$ cat src/rtl/sdr_pkg.sv
// Shared SDRAM controller definitions: command encodings, arbiter state codes
// and default bus widths.
package sdr_pkg;

   localparam int unsigned BA_BITS_DEF   = 2;
   localparam int unsigned ADDR_BITS_DEF = 12;

   // {cs_n, ras_n, cas_n, we_n}
   localparam logic [3:0] CMD_NOP  = 4'b0111;
   localparam logic [3:0] CMD_PRE  = 4'b0010;
   localparam logic [3:0] CMD_AREF = 4'b0001;
   localparam logic [3:0] CMD_ACT  = 4'b0011;
   localparam logic [3:0] CMD_WR   = 4'b0100;
   localparam logic [3:0] CMD_RD   = 4'b0101;
   localparam logic [3:0] CMD_MRS  = 4'b0000;

   typedef enum logic [2:0] {
      ST_INIT  = 3'd0,
      ST_ARBIT = 3'd1,
      ST_AREF  = 3'd2,
      ST_WRITE = 3'd3,
      ST_READ  = 3'd4
   } arb_state_t;

endpackage

$ cat src/rtl/sdram_arbiter_if.sv
// Bundle between the init/aref/write/read sub-FSMs, the arbiter and the SDRAM
// pin drivers. master = arbiter side, slave = sub-FSM / pin side.
interface sdram_arbiter_if import sdr_pkg::*; #(
   parameter int unsigned BA_BITS   = BA_BITS_DEF,
   parameter int unsigned ADDR_BITS = ADDR_BITS_DEF
) ();

   logic                 init_done;
   logic [3:0]           init_cmd;
   logic [BA_BITS-1:0]   init_ba;
   logic [ADDR_BITS-1:0] init_addr;
   logic                 aref_done;
   logic [3:0]           aref_cmd;
   logic [ADDR_BITS-1:0] aref_addr;
   logic                 wr_req;
   logic                 wr_done;
   logic [3:0]           wr_cmd;
   logic [BA_BITS-1:0]   wr_ba;
   logic [ADDR_BITS-1:0] wr_addr;
   logic                 rd_req;
   logic                 rd_done;
   logic [3:0]           rd_cmd;
   logic [BA_BITS-1:0]   rd_ba;
   logic [ADDR_BITS-1:0] rd_addr;

   logic                 aref_en;
   logic                 wr_en;
   logic                 rd_en;
   logic                 aref_req;
   logic                 aref_overrun;
   logic [3:0]           sdram_cmd;
   logic [BA_BITS-1:0]   sdram_bank;
   logic [ADDR_BITS-1:0] sdram_addr;
   logic [2:0]           arb_state;

   modport master (
      input  init_done, init_cmd, init_ba, init_addr,
      input  aref_done, aref_cmd, aref_addr,
      input  wr_req, wr_done, wr_cmd, wr_ba, wr_addr,
      input  rd_req, rd_done, rd_cmd, rd_ba, rd_addr,
      output aref_en, wr_en, rd_en, aref_req, aref_overrun,
      output sdram_cmd, sdram_bank, sdram_addr, arb_state
   );

   modport slave (
      output init_done, init_cmd, init_ba, init_addr,
      output aref_done, aref_cmd, aref_addr,
      output wr_req, wr_done, wr_cmd, wr_ba, wr_addr,
      output rd_req, rd_done, rd_cmd, rd_ba, rd_addr,
      input  aref_en, wr_en, rd_en, aref_req, aref_overrun,
      input  sdram_cmd, sdram_bank, sdram_addr, arb_state
   );

endinterface

$ cat src/rtl/sdram_aref_timer.sv
// Free-running refresh interval timer with the sticky refresh-request and
// overrun flags. The counter only runs once init has completed.
module sdram_aref_timer #(
   parameter int unsigned AREF_CNT       = 1040,
   parameter int unsigned AREF_CNT_WIDTH = 11
) (
   input  logic sys_clk,
   input  logic sys_rst,
   input  logic init_done,
   input  logic aref_clr,   // aref_done qualified by the AREF state
   output logic aref_req,
   output logic aref_overrun
);

   localparam logic [AREF_CNT_WIDTH-1:0] TC_VAL = AREF_CNT_WIDTH'(AREF_CNT - 1);

   logic [AREF_CNT_WIDTH-1:0] ref_cnt;
   logic                      tc;

   assign tc = init_done && (ref_cnt == TC_VAL);

   // Interval counter: held at zero until init completes, then wraps forever.
   always_ff @(posedge sys_clk or posedge sys_rst) begin
      if (sys_rst) begin
         ref_cnt <= '0;
      end else if (!init_done || tc) begin
         ref_cnt <= '0;
      end else begin
         ref_cnt <= ref_cnt + 1'b1;
      end
   end

   // Request flag: terminal count wins over a same-cycle clear (new request).
   always_ff @(posedge sys_clk or posedge sys_rst) begin
      if (sys_rst) begin
         aref_req <= 1'b0;
      end else if (tc) begin
         aref_req <= 1'b1;
      end else if (aref_clr) begin
         aref_req <= 1'b0;
      end
   end

   // Overrun: a new interval elapsed while the previous request was unserved.
   always_ff @(posedge sys_clk or posedge sys_rst) begin
      if (sys_rst) begin
         aref_overrun <= 1'b0;
      end else if (tc && aref_req && !aref_clr) begin
         aref_overrun <= 1'b1;
      end
   end

endmodule

$ cat src/rtl/sdram_arbiter.sv
// SDRAM command/address bus arbiter: grants init, refresh, write or read one
// at a time and muxes the granted source onto the SDRAM pins.
module sdram_arbiter import sdr_pkg::*; #(
   parameter int unsigned BA_BITS        = BA_BITS_DEF,
   parameter int unsigned ADDR_BITS      = ADDR_BITS_DEF,
   parameter int unsigned AREF_CNT       = 1040,
   parameter int unsigned AREF_CNT_WIDTH = 11
) (
   input  logic             sys_clk,
   input  logic             sys_rst,
   sdram_arbiter_if.master  bus
);

   arb_state_t           state_q, state_d;
   logic                 last_wr_q, last_wr_d;
   logic                 aref_clr;
   logic [3:0]           cmd_mux;
   logic [BA_BITS-1:0]   bank_mux;
   logic [ADDR_BITS-1:0] addr_mux;

   assign aref_clr = (state_q == ST_AREF) && bus.aref_done;

   sdram_aref_timer #(
      .AREF_CNT       (AREF_CNT),
      .AREF_CNT_WIDTH (AREF_CNT_WIDTH)
   ) u_aref_timer (
      .sys_clk      (sys_clk),
      .sys_rst      (sys_rst),
      .init_done    (bus.init_done),
      .aref_clr     (aref_clr),
      .aref_req     (bus.aref_req),
      .aref_overrun (bus.aref_overrun)
   );

   // State and write/read fairness flag registers.
   always_ff @(posedge sys_clk or posedge sys_rst) begin
      if (sys_rst) begin
         state_q   <= ST_INIT;
         last_wr_q <= 1'b0;
      end else begin
         state_q   <= state_d;
         last_wr_q <= last_wr_d;
      end
   end

   // Next state: ARBIT is a single NOP cycle between any two grants.
   always_comb begin
      state_d   = state_q;
      last_wr_d = last_wr_q;
      case (state_q)
         ST_INIT: begin
            if (bus.init_done) state_d = ST_ARBIT;
         end
         ST_ARBIT: begin
            if (bus.aref_req) begin
               state_d = ST_AREF;
            end else if (bus.wr_req && bus.rd_req) begin
               // Alternate when both are pending so neither starves.
               state_d = last_wr_q ? ST_READ : ST_WRITE;
            end else if (bus.wr_req) begin
               state_d = ST_WRITE;
            end else if (bus.rd_req) begin
               state_d = ST_READ;
            end
         end
         ST_AREF: begin
            if (bus.aref_done) state_d = ST_ARBIT;
         end
         ST_WRITE: begin
            if (bus.wr_done) begin
               state_d   = ST_ARBIT;
               last_wr_d = 1'b1;
            end
         end
         ST_READ: begin
            if (bus.rd_done) begin
               state_d   = ST_ARBIT;
               last_wr_d = 1'b0;
            end
         end
         default: state_d = ST_INIT;
      endcase
   end

   // Pin mux driven from the registered state; ARBIT and unused codes give NOP.
   always_comb begin
      cmd_mux  = CMD_NOP;
      bank_mux = '0;
      addr_mux = '0;
      case (state_q)
         ST_INIT: begin
            cmd_mux  = bus.init_cmd;
            bank_mux = bus.init_ba;
            addr_mux = bus.init_addr;
         end
         ST_AREF: begin
            cmd_mux  = bus.aref_cmd;
            addr_mux = bus.aref_addr;
         end
         ST_WRITE: begin
            cmd_mux  = bus.wr_cmd;
            bank_mux = bus.wr_ba;
            addr_mux = bus.wr_addr;
         end
         ST_READ: begin
            cmd_mux  = bus.rd_cmd;
            bank_mux = bus.rd_ba;
            addr_mux = bus.rd_addr;
         end
         default: ;
      endcase
   end

   assign bus.sdram_cmd  = cmd_mux;
   assign bus.sdram_bank = bank_mux;
   assign bus.sdram_addr = addr_mux;
   assign bus.aref_en    = (state_q == ST_AREF);
   assign bus.wr_en      = (state_q == ST_WRITE);
   assign bus.rd_en      = (state_q == ST_READ);
   assign bus.arb_state  = state_q;

endmodule

$ cat src/flat_wrapper.sv
// flat-port wrapper written by rule: the top's interface ports become plain ports
module sdram_arbiter_flat import sdr_pkg::*;
#(
   parameter int unsigned BA_BITS        = BA_BITS_DEF,
   parameter int unsigned ADDR_BITS      = ADDR_BITS_DEF,
   parameter int unsigned AREF_CNT       = 1040,
   parameter int unsigned AREF_CNT_WIDTH = 11
)
  (sys_clk, sys_rst, bus_init_done, bus_init_cmd, bus_init_ba, bus_init_addr, bus_aref_done, bus_aref_cmd, bus_aref_addr, bus_wr_req, bus_wr_done, bus_wr_cmd, bus_wr_ba, bus_wr_addr, bus_rd_req, bus_rd_done, bus_rd_cmd, bus_rd_ba, bus_rd_addr, bus_aref_en, bus_wr_en, bus_rd_en, bus_aref_req, bus_aref_overrun, bus_sdram_cmd, bus_sdram_bank, bus_sdram_addr, bus_arb_state);
  sdram_arbiter_if #(.BA_BITS(BA_BITS), .ADDR_BITS(ADDR_BITS)) bus_i ();
  input  logic sys_clk;
  input  logic sys_rst;
  input wire logic [$bits(bus_i.init_done)-1:0] bus_init_done;
  input wire logic [$bits(bus_i.init_cmd)-1:0] bus_init_cmd;
  input wire logic [$bits(bus_i.init_ba)-1:0] bus_init_ba;
  input wire logic [$bits(bus_i.init_addr)-1:0] bus_init_addr;
  input wire logic [$bits(bus_i.aref_done)-1:0] bus_aref_done;
  input wire logic [$bits(bus_i.aref_cmd)-1:0] bus_aref_cmd;
  input wire logic [$bits(bus_i.aref_addr)-1:0] bus_aref_addr;
  input wire logic [$bits(bus_i.wr_req)-1:0] bus_wr_req;
  input wire logic [$bits(bus_i.wr_done)-1:0] bus_wr_done;
  input wire logic [$bits(bus_i.wr_cmd)-1:0] bus_wr_cmd;
  input wire logic [$bits(bus_i.wr_ba)-1:0] bus_wr_ba;
  input wire logic [$bits(bus_i.wr_addr)-1:0] bus_wr_addr;
  input wire logic [$bits(bus_i.rd_req)-1:0] bus_rd_req;
  input wire logic [$bits(bus_i.rd_done)-1:0] bus_rd_done;
  input wire logic [$bits(bus_i.rd_cmd)-1:0] bus_rd_cmd;
  input wire logic [$bits(bus_i.rd_ba)-1:0] bus_rd_ba;
  input wire logic [$bits(bus_i.rd_addr)-1:0] bus_rd_addr;
  output wire logic [$bits(bus_i.aref_en)-1:0] bus_aref_en;
  output wire logic [$bits(bus_i.wr_en)-1:0] bus_wr_en;
  output wire logic [$bits(bus_i.rd_en)-1:0] bus_rd_en;
  output wire logic [$bits(bus_i.aref_req)-1:0] bus_aref_req;
  output wire logic [$bits(bus_i.aref_overrun)-1:0] bus_aref_overrun;
  output wire logic [$bits(bus_i.sdram_cmd)-1:0] bus_sdram_cmd;
  output wire logic [$bits(bus_i.sdram_bank)-1:0] bus_sdram_bank;
  output wire logic [$bits(bus_i.sdram_addr)-1:0] bus_sdram_addr;
  output wire logic [$bits(bus_i.arb_state)-1:0] bus_arb_state;
  assign bus_i.init_done = bus_init_done;
  assign bus_i.init_cmd = bus_init_cmd;
  assign bus_i.init_ba = bus_init_ba;
  assign bus_i.init_addr = bus_init_addr;
  assign bus_i.aref_done = bus_aref_done;
  assign bus_i.aref_cmd = bus_aref_cmd;
  assign bus_i.aref_addr = bus_aref_addr;
  assign bus_i.wr_req = bus_wr_req;
  assign bus_i.wr_done = bus_wr_done;
  assign bus_i.wr_cmd = bus_wr_cmd;
  assign bus_i.wr_ba = bus_wr_ba;
  assign bus_i.wr_addr = bus_wr_addr;
  assign bus_i.rd_req = bus_rd_req;
  assign bus_i.rd_done = bus_rd_done;
  assign bus_i.rd_cmd = bus_rd_cmd;
  assign bus_i.rd_ba = bus_rd_ba;
  assign bus_i.rd_addr = bus_rd_addr;
  assign bus_aref_en = bus_i.aref_en;
  assign bus_wr_en = bus_i.wr_en;
  assign bus_rd_en = bus_i.rd_en;
  assign bus_aref_req = bus_i.aref_req;
  assign bus_aref_overrun = bus_i.aref_overrun;
  assign bus_sdram_cmd = bus_i.sdram_cmd;
  assign bus_sdram_bank = bus_i.sdram_bank;
  assign bus_sdram_addr = bus_i.sdram_addr;
  assign bus_arb_state = bus_i.arb_state;
  sdram_arbiter #(.BA_BITS(BA_BITS), .ADDR_BITS(ADDR_BITS), .AREF_CNT(AREF_CNT), .AREF_CNT_WIDTH(AREF_CNT_WIDTH)) u_core (.sys_clk(sys_clk), .sys_rst(sys_rst), .bus(bus_i));
endmodule
$ cat config.mk
export PLATFORM = sky130hd
export DESIGN_NAME = sdram_arbiter_flat
export DESIGN_NICKNAME = d
export VERILOG_FILES = /design/src/rtl/sdr_pkg.sv /design/src/rtl/sdram_arbiter_if.sv /design/src/rtl/sdram_aref_timer.sv /design/src/rtl/sdram_arbiter.sv /design/src/flat_wrapper.sv
export SDC_FILE = /design/constraint.sdc
export NUM_CORES = 1
export LEC_CHECK = 0
export CAP_MARGIN = 20
export CORE_UTILIZATION = 36
export CTS_CLUSTER_SIZE = 40
export DETAILED_ROUTE_END_ITERATION = 8
export GPL_ROUTABILITY_DRIVEN = 0
export PLACE_DENSITY = 0.81
export RECOVER_POWER = 100
export SYNTH_ARGS = -nofsm -noshare
export SYNTH_HDL_FRONTEND = slang
export SYNTH_HIERARCHICAL = 1
export SYNTH_SLANG_ARGS = --single-unit
$ cat constraint.sdc
create_clock -name sys_clk -period 2.25 [get_ports sys_clk]
set_input_delay 0.45 -clock sys_clk [delete_from_list [all_inputs] [get_ports sys_clk]]
set_output_delay 0.45 -clock sys_clk [all_outputs]
set_load 0.02 [all_outputs]
==> flow_summary.toml, run 1 <==
[pwr]
totalPowerFinal_mw = 2.39
peakVddDrop_mv = 0.620
power_density_nw_per_um2 = 898
power.leakage_nw = 1.12

[timing]
tightest_slew_ps = 622
fin_setup_tns_ps = 0
holdWs_ps = 487
finalCritPeriodShare_pct = 97.0
slew_headroom_pct = 58.4
setup_violations = 0
min_period_ps = 2180
rsz0062_at_grt = "false"
drv_slew = 0
hold_violations = 0
skew_ps = 6.02
fmax_mhz = 458

[detailed_routing]
drt-vias-per-instance = 5.08
drt_pass1_iterations = 4
drc = 0
wl_per_cell_um = 14.7
drtAntennaViolNets = 0
via_count = 1772
drtIter0Drc = 64
totalWireLength_um = 5140

[global_routing]
grt_pass1_vias = 1552
grt_max_degree = 18
grtUsageTotal_pct = 20.6
grt_pass1_wl_um = 7240
grt_overflow_total = 0
antenna_found_initial = 0

[clocking]
postCtsSetupBuffers = 0
cts.sinks = 17
htree_levels = 1
clk_latency_ps = 250
clockRootBuffer = "clkbuf_8"
clkTransAtPathRegs_ps = 70
numCtsBuffers = 3
cts_tree = "done"
clockBufferDepth = 2

[synthesis]
syn_inst = 189
synth_flop_cell = "dfrtp_1"
synthMuxAreaShare_pct = 13.4
synth.net_count = 268
synth_edf_count = 0
synth_top_area_share_pct = 27.0
synth_top_family_by_area = "simple AND/OR/NAND/NOR gates"
synthSimpleGateAreaFrac_pct = 24.5
yosys_warnings = 6
synthAdderAreaFrac_pct = 0.795
synth_common_cells = "a21oi_1 (24), nand2_1 (21), nor2_1 (21), dfrtp_1 (17), mux2i_1 (15)"
synth_compound_area_share_pct = 23.8
ys_types = 42
synth_xor_area_share_pct = 1.67
synth_top_area_cell = "dfrtp_1"
yosysMostFrequentCell = "a21oi_1"
synth-seq-cells = 17
async_flop_share_pct = 100
netlist_area_sq_um = 1570
yosysSeqAreaShare_pct = 27.0
synth.top_cells.by_area = "dfrtp_1 (27%), mux2i_1 (9.5%), a21oi_1 (7.6%), nand2_1 (5.0%), nor2_1 (5.0%)"
syn_avg_cell_area_sq_um = 8.33

[place]
dp_hpwl_um = 4230
dp_cells = 345
port_buffers = 103

[floorplanning]
ios = 104
start_util_pct = 38.5
die_h_um = 68.1
design.core.area_sq_um = 4090
fp-row-count = 23
die-area_sq_um = 4640
die_w_um = 68.1

[worst_hold_path]
hold_class = "reg -> reg"

[critical_path]
crit_arrival_ps = 1730
cp.required_ps = 1800
crit_type = "reg -> out"
r2r_slack_ps = 350
worstPathMaxFanout = 8
startpoint_type = "register"
end_kind = "primary output"

[job]
cap_viol_max_count = 0

[finish]
diodes = 0
fin_nets = 379
drive_gt1_share_pct = 16.4
area_delta_synth_final_pct = 68.8
n_fill_cell = 355
final_cells = 349
ff_latch_area_sq_um = 427
multi_input_comb_area_sq_um = 1000

[outcome]
outcome = "finished clean"
-- placed cells by master, fill, tap and decap left out, types with 2 or more instances in the layout --
| cell | Yosys | layout |
|---|---|---|
| clkdlybuf4s50_1 | 0 | 81 |
| a21oi_1 | 24 | 24 |
| nand2_1 | 21 | 21 |
| nor2_1 | 21 | 21 |
| dfrtp_1 | 17 | 16 |
| mux2i_1 | 15 | 15 |
| clkbuf_2 | 0 | 14 |
| o21ai_0 | 13 | 13 |
| buf_4 | 1 | 12 |
| inv_1 | 6 | 6 |
| o22a_1 | 6 | 6 |
| o31ai_1 | 6 | 6 |
| dlygate4sd2_1 | 0 | 5 |
| nand2b_1 | 4 | 4 |
| clkbuf_8 | 0 | 3 |
| a31oi_1 | 3 | 3 |
| nor2b_4 | 3 | 3 |
| mux2_4 | 4 | 3 |
| nand3_1 | 3 | 3 |
| or4_1 | 3 | 3 |
| o21ai_1 | 2 | 2 |
| nor2b_1 | 2 | 2 |
| buf_6 | 6 | 2 |
| nand4_1 | 2 | 2 |
| or3_1 | 2 | 2 |
| xor2_1 | 2 | 2 |
-- stage by stage --
stage / instance area [sq um] / worst slack [ps] / util, %
floorplan: 1570 / 278 / -
global placement: 2680 / -189 / 65.6
detailed placement: 2680 / -220 / 65.6
CTS: 2710 / 4.71 / 66.4
global route: 2660 / 5.26 / 65.0
finish: 2660 / 68.3 / 65.0
-- critical path, cell delays in order, from the launching register on --
cell             delay, ps
dfrtp_1                400
buf_6                  170
mux2_4                 300
o22a_1                 170
o22a_1                 180
clkdlybuf4s15_2        260
-- registers in the layout, summed over array words and instances (netlist names) --
| name | flops |
|---|---|
| u_core/u_aref_timer/aref_overrun | 1 |
| u_core/u_aref_timer/ref_cnt | 11 |
| u_core/bus.arb_state | 3 |
| u_core/u_aref_timer/aref_req | 1 |
| u_core/last_wr_q | 1 |
-- routing by layer --
layer | global-route usage (%) | vias up | routed length (um)
met1 | 28.0 | 828 | 2220
met5 | 0 | - | 0
met3 | 2.67 | 2 | 192
li1 | - | 896 | -
met4 | 3.13 | 0 | 12
met2 | 35.2 | 46 | 2720
-- final timing paths --
check / start / end / cells past startpoint
worst max-delay path: u_core/bus.arb_state[2]$_DFFE_PP0P_ / bus_sdram_cmd[0] / 5
worst min-delay path: u_core/u_aref_timer/ref_cnt[0]$_DFF_PP0_ / u_core/u_aref_timer/ref_cnt[0]$_DFF_PP0_ / 1
worst max register to register: u_core/u_aref_timer/ref_cnt[7]$_DFF_PP0_ / u_core/u_aref_timer/ref_cnt[5]$_DFF_PP0_ / 3
worst min register to register: u_core/u_aref_timer/ref_cnt[0]$_DFF_PP0_ / u_core/u_aref_timer/ref_cnt[0]$_DFF_PP0_ / 1
max in group asynchronous: sys_rst / u_core/u_aref_timer/aref_req$_DFFE_PP0P_ / 2
min in group asynchronous: sys_rst / u_core/bus.arb_state[2]$_DFFE_PP0P_ / 2
-- layout make-up --
type	instances	share of cell area, %
clock buffers	3	1.55
flip-flops and latches	17	16.1
clock inverters	1	0.188
inverters	7	1.08
repair buffers	118	41.1
well taps	50	2.35
multi-input cells	153	37.7
-- timing repair --
| action | CTS | global route |
|---|---|---|
| setup endpoints to repair | 20 | 19 |
| resized for setup | 25 | 43 |
| gates cloned | 0 | 0 |
| hold buffers | 0 | 0 |
-- logic make-up after synthesis --
group	Yosys count
and+or+nand+nor	71
xor gates and xnor gates	3
adders and majority gates	1
AOI/OAI and AO/OA	59
DFF	17
buffers and inverters	19
muxes	19
-- where the power goes --
group | leakage [nW] | switching, mW | internal [mW]
registers | 0.228 | 0.0405 | 0.342
logic | 0.870 | 0.953 | 0.824
clock network | 0.0255 | 0.105 | 0.123
Power figures use the tool's default switching activity.
==> inputs of run 2 (changes only) <==
--- a/config.mk
+++ b/config.mk
@@ -10,7 +10,7 @@
 export CTS_CLUSTER_SIZE = 40
 export DETAILED_ROUTE_END_ITERATION = 8
 export GPL_ROUTABILITY_DRIVEN = 0
-export PLACE_DENSITY = 0.81
+export PLACE_DENSITY_LB_ADDON = 0.25
 export RECOVER_POWER = 100
 export SYNTH_ARGS = -nofsm -noshare
 export SYNTH_HDL_FRONTEND = slang
==> flow_summary.toml, run 2 (same netlist as run 1, synthesis figures left out) <==
[detailed_routing]
via_count = 1809
drt-vias-per-instance = 5.24
drt_pass1_iterations = 4
drc = 0
wl_per_cell_um = 14.2
drtAntennaViolNets = 0
totalWireLength_um = 4910
drtIter0Drc = 78

[critical_path]
end_kind = "primary output"
crit_arrival_ps = 1730
worstPathMaxFanout = 1
cp_slowest_stage_delay_ps = 390
crit_type = "in -> out"
startpoint_type = "input pin"
path_cells = "clkdlybuf4s50_1 -> mux2_4 -> o22a_1 -> o22a_1 -> clkdlybuf4s15_1"
cp.required_ps = 1800
path_common_cell = "o22a_1"
critPathSlowestCell = "clkdlybuf4s50_1"

[finish]
area_delta_synth_final_pct = 67.9
largest_reg_flops = 11
final_cell_area_sq_um = 2640
layout_commonest_cell = "clkdlybuf4s50_1"
largest_register = "u_core/u_aref_timer/ref_cnt"
fin_nets = 375
final_core_util_pct = 64.7
n_fill_cell = 356
drive_gt1_share_pct = 9.83
diodes = 0
final_cell_mix = "clkdlybuf4s50_1 (76), a21oi_1 (24), nand2_1 (21), nor2_1 (21), dfrtp_1 (16)"

[floorplanning]
design.core.area_sq_um = 4090
ios = 104
die_w_um = 68.1
die-area_sq_um = 4640
start_util_pct = 38.5
die_h_um = 68.1
fp-row-count = 23

[clocking]
htree_levels = 1
holdBufCountCts = 0
numCtsBuffers = 3
clockRootBuffer = "clkbuf_8"
cts.sinks = 17
cts_tree = "done"
postCtsSetupBuffers = 0
clockBufferDepth = 2
clkTransAtPathRegs_ps = 50
clk_latency_ps = 250

[global_routing]
grt_pass1_vias = 1705
antenna_found_initial = 0
grt_overflow_total = 0
grt_max_degree = 20
grtUsageTotal_pct = 20.8
grt_pass1_wl_um = 7310

[pwr]
clock_power_share_pct = 9.4
pwr-share-comb_pct = 74.2
power.leakage_nw = 1.10
power_density_nw_per_um2 = 884
intPower_mw = 1.27
power.switching_mw = 1.07
power_frac_seq_pct = 16.4
totalPowerFinal_mw = 2.33
peakVddDrop_mv = 0.497
power_switching_share_pct = 45.7

[timing]
setup_violations = 0
drv_slew = 0
finalCritPeriodShare_pct = 97.0
hold_violations = 0
setup_slack_ps = 67.4
skew_ps = 5.80
min_period_ps = 2180
rsz0062_at_grt = "false"
slew_headroom_pct = 41.5
tightest_slew_ps = 868
fmax_mhz = 458
holdWs_ps = 457

[job]
cap_viol_max_count = 0

[place]
place_ws_ps = -225
dpl-instance-area_sq_um = 2660
port_buffers = 103
dp_hpwl_um = 3970

[outcome]
outcome = "finished clean"

[worst_hold_path]
hold_class = "reg -> reg"
[run 2: timing repair]
action | 4_1_cts | 5_1_grt
gates resized for setup | 22 | 19
gates cloned | 0 | 0
endpoints found under the hold margin | 0 | 0
endpoints found under the setup margin | 20 | 18
[run 2: layout make-up]
class	count	area, sq um	area share [%]
Multi-Input combinational cell	153	991	37.5
Sequential cell	17	427	16.1
Timing Repair Buffer	114	1090	41.2
Clock buffer	4	45.0	1.70
Tap cell	50	62.6	2.37
Inverter	7	28.8	1.09
[run 2: metrics by stage]
| stage | instances | TNS (ps) |
|---|---|---|
| finish | 345 | 0 |
| CTS | 345 | 0 |
| detailed placement | 341 | -1690 |
| global route | 345 | 0 |
| floorplan | 189 | 0 |
| global placement | 341 | -1260 |
[run 2: metal layers]
metal  vias to the layer above  GRT usage [%]  part of all wire (%)
met5                         -              0                     0
met4                         0           6.77                   1.1
met3                         6           5.33                   5.4
met2                        72           37.1                    53
met1                       837           23.8                    41
li1                        894              -                     -
[run 2: power by group through the flow]
stage               combinational, mW  clock, mW  sequential [mW]
finish                           1.73      0.218            0.384
global route                     1.87      0.238            0.389
CTS                              1.78      0.228            0.384
detailed placement               1.91          0            0.388
global placement                 1.90          0            0.386
floorplan                        1.15          0            0.396
[run 2: worst paths after layout]
check | slack (ps) | depth (start not counted) | startpoint | end
max in group asynchronous | 1220 | 2 | sys_rst | u_core/u_aref_timer/ref_cnt[0]$_DFF_PP0_
hold reg to reg | 460 | 1 | u_core/u_aref_timer/aref_overrun$_DFFE_PP0P_ | u_core/u_aref_timer/aref_overrun$_DFFE_PP0P_
min in group asynchronous | 550 | 2 | sys_rst | u_core/last_wr_q$_DFFE_PP0P_
setup / recovery | 70 | 5 | bus_init_cmd[0] | bus_sdram_cmd[0]
hold / removal | 460 | 1 | u_core/u_aref_timer/aref_overrun$_DFFE_PP0P_ | u_core/u_aref_timer/aref_overrun$_DFFE_PP0P_
setup reg to reg | 190 | 3 | u_core/u_aref_timer/ref_cnt[7]$_DFF_PP0_ | u_core/u_aref_timer/ref_cnt[4]$_DFF_PP0_
[run 2: critical path: cells and delay by family]
kind | cells | cell delay [ps]
buffers and inverters | 2 | 670
multiplexers | 1 | 260
AO/OA/AOI/OAI | 2 | 340
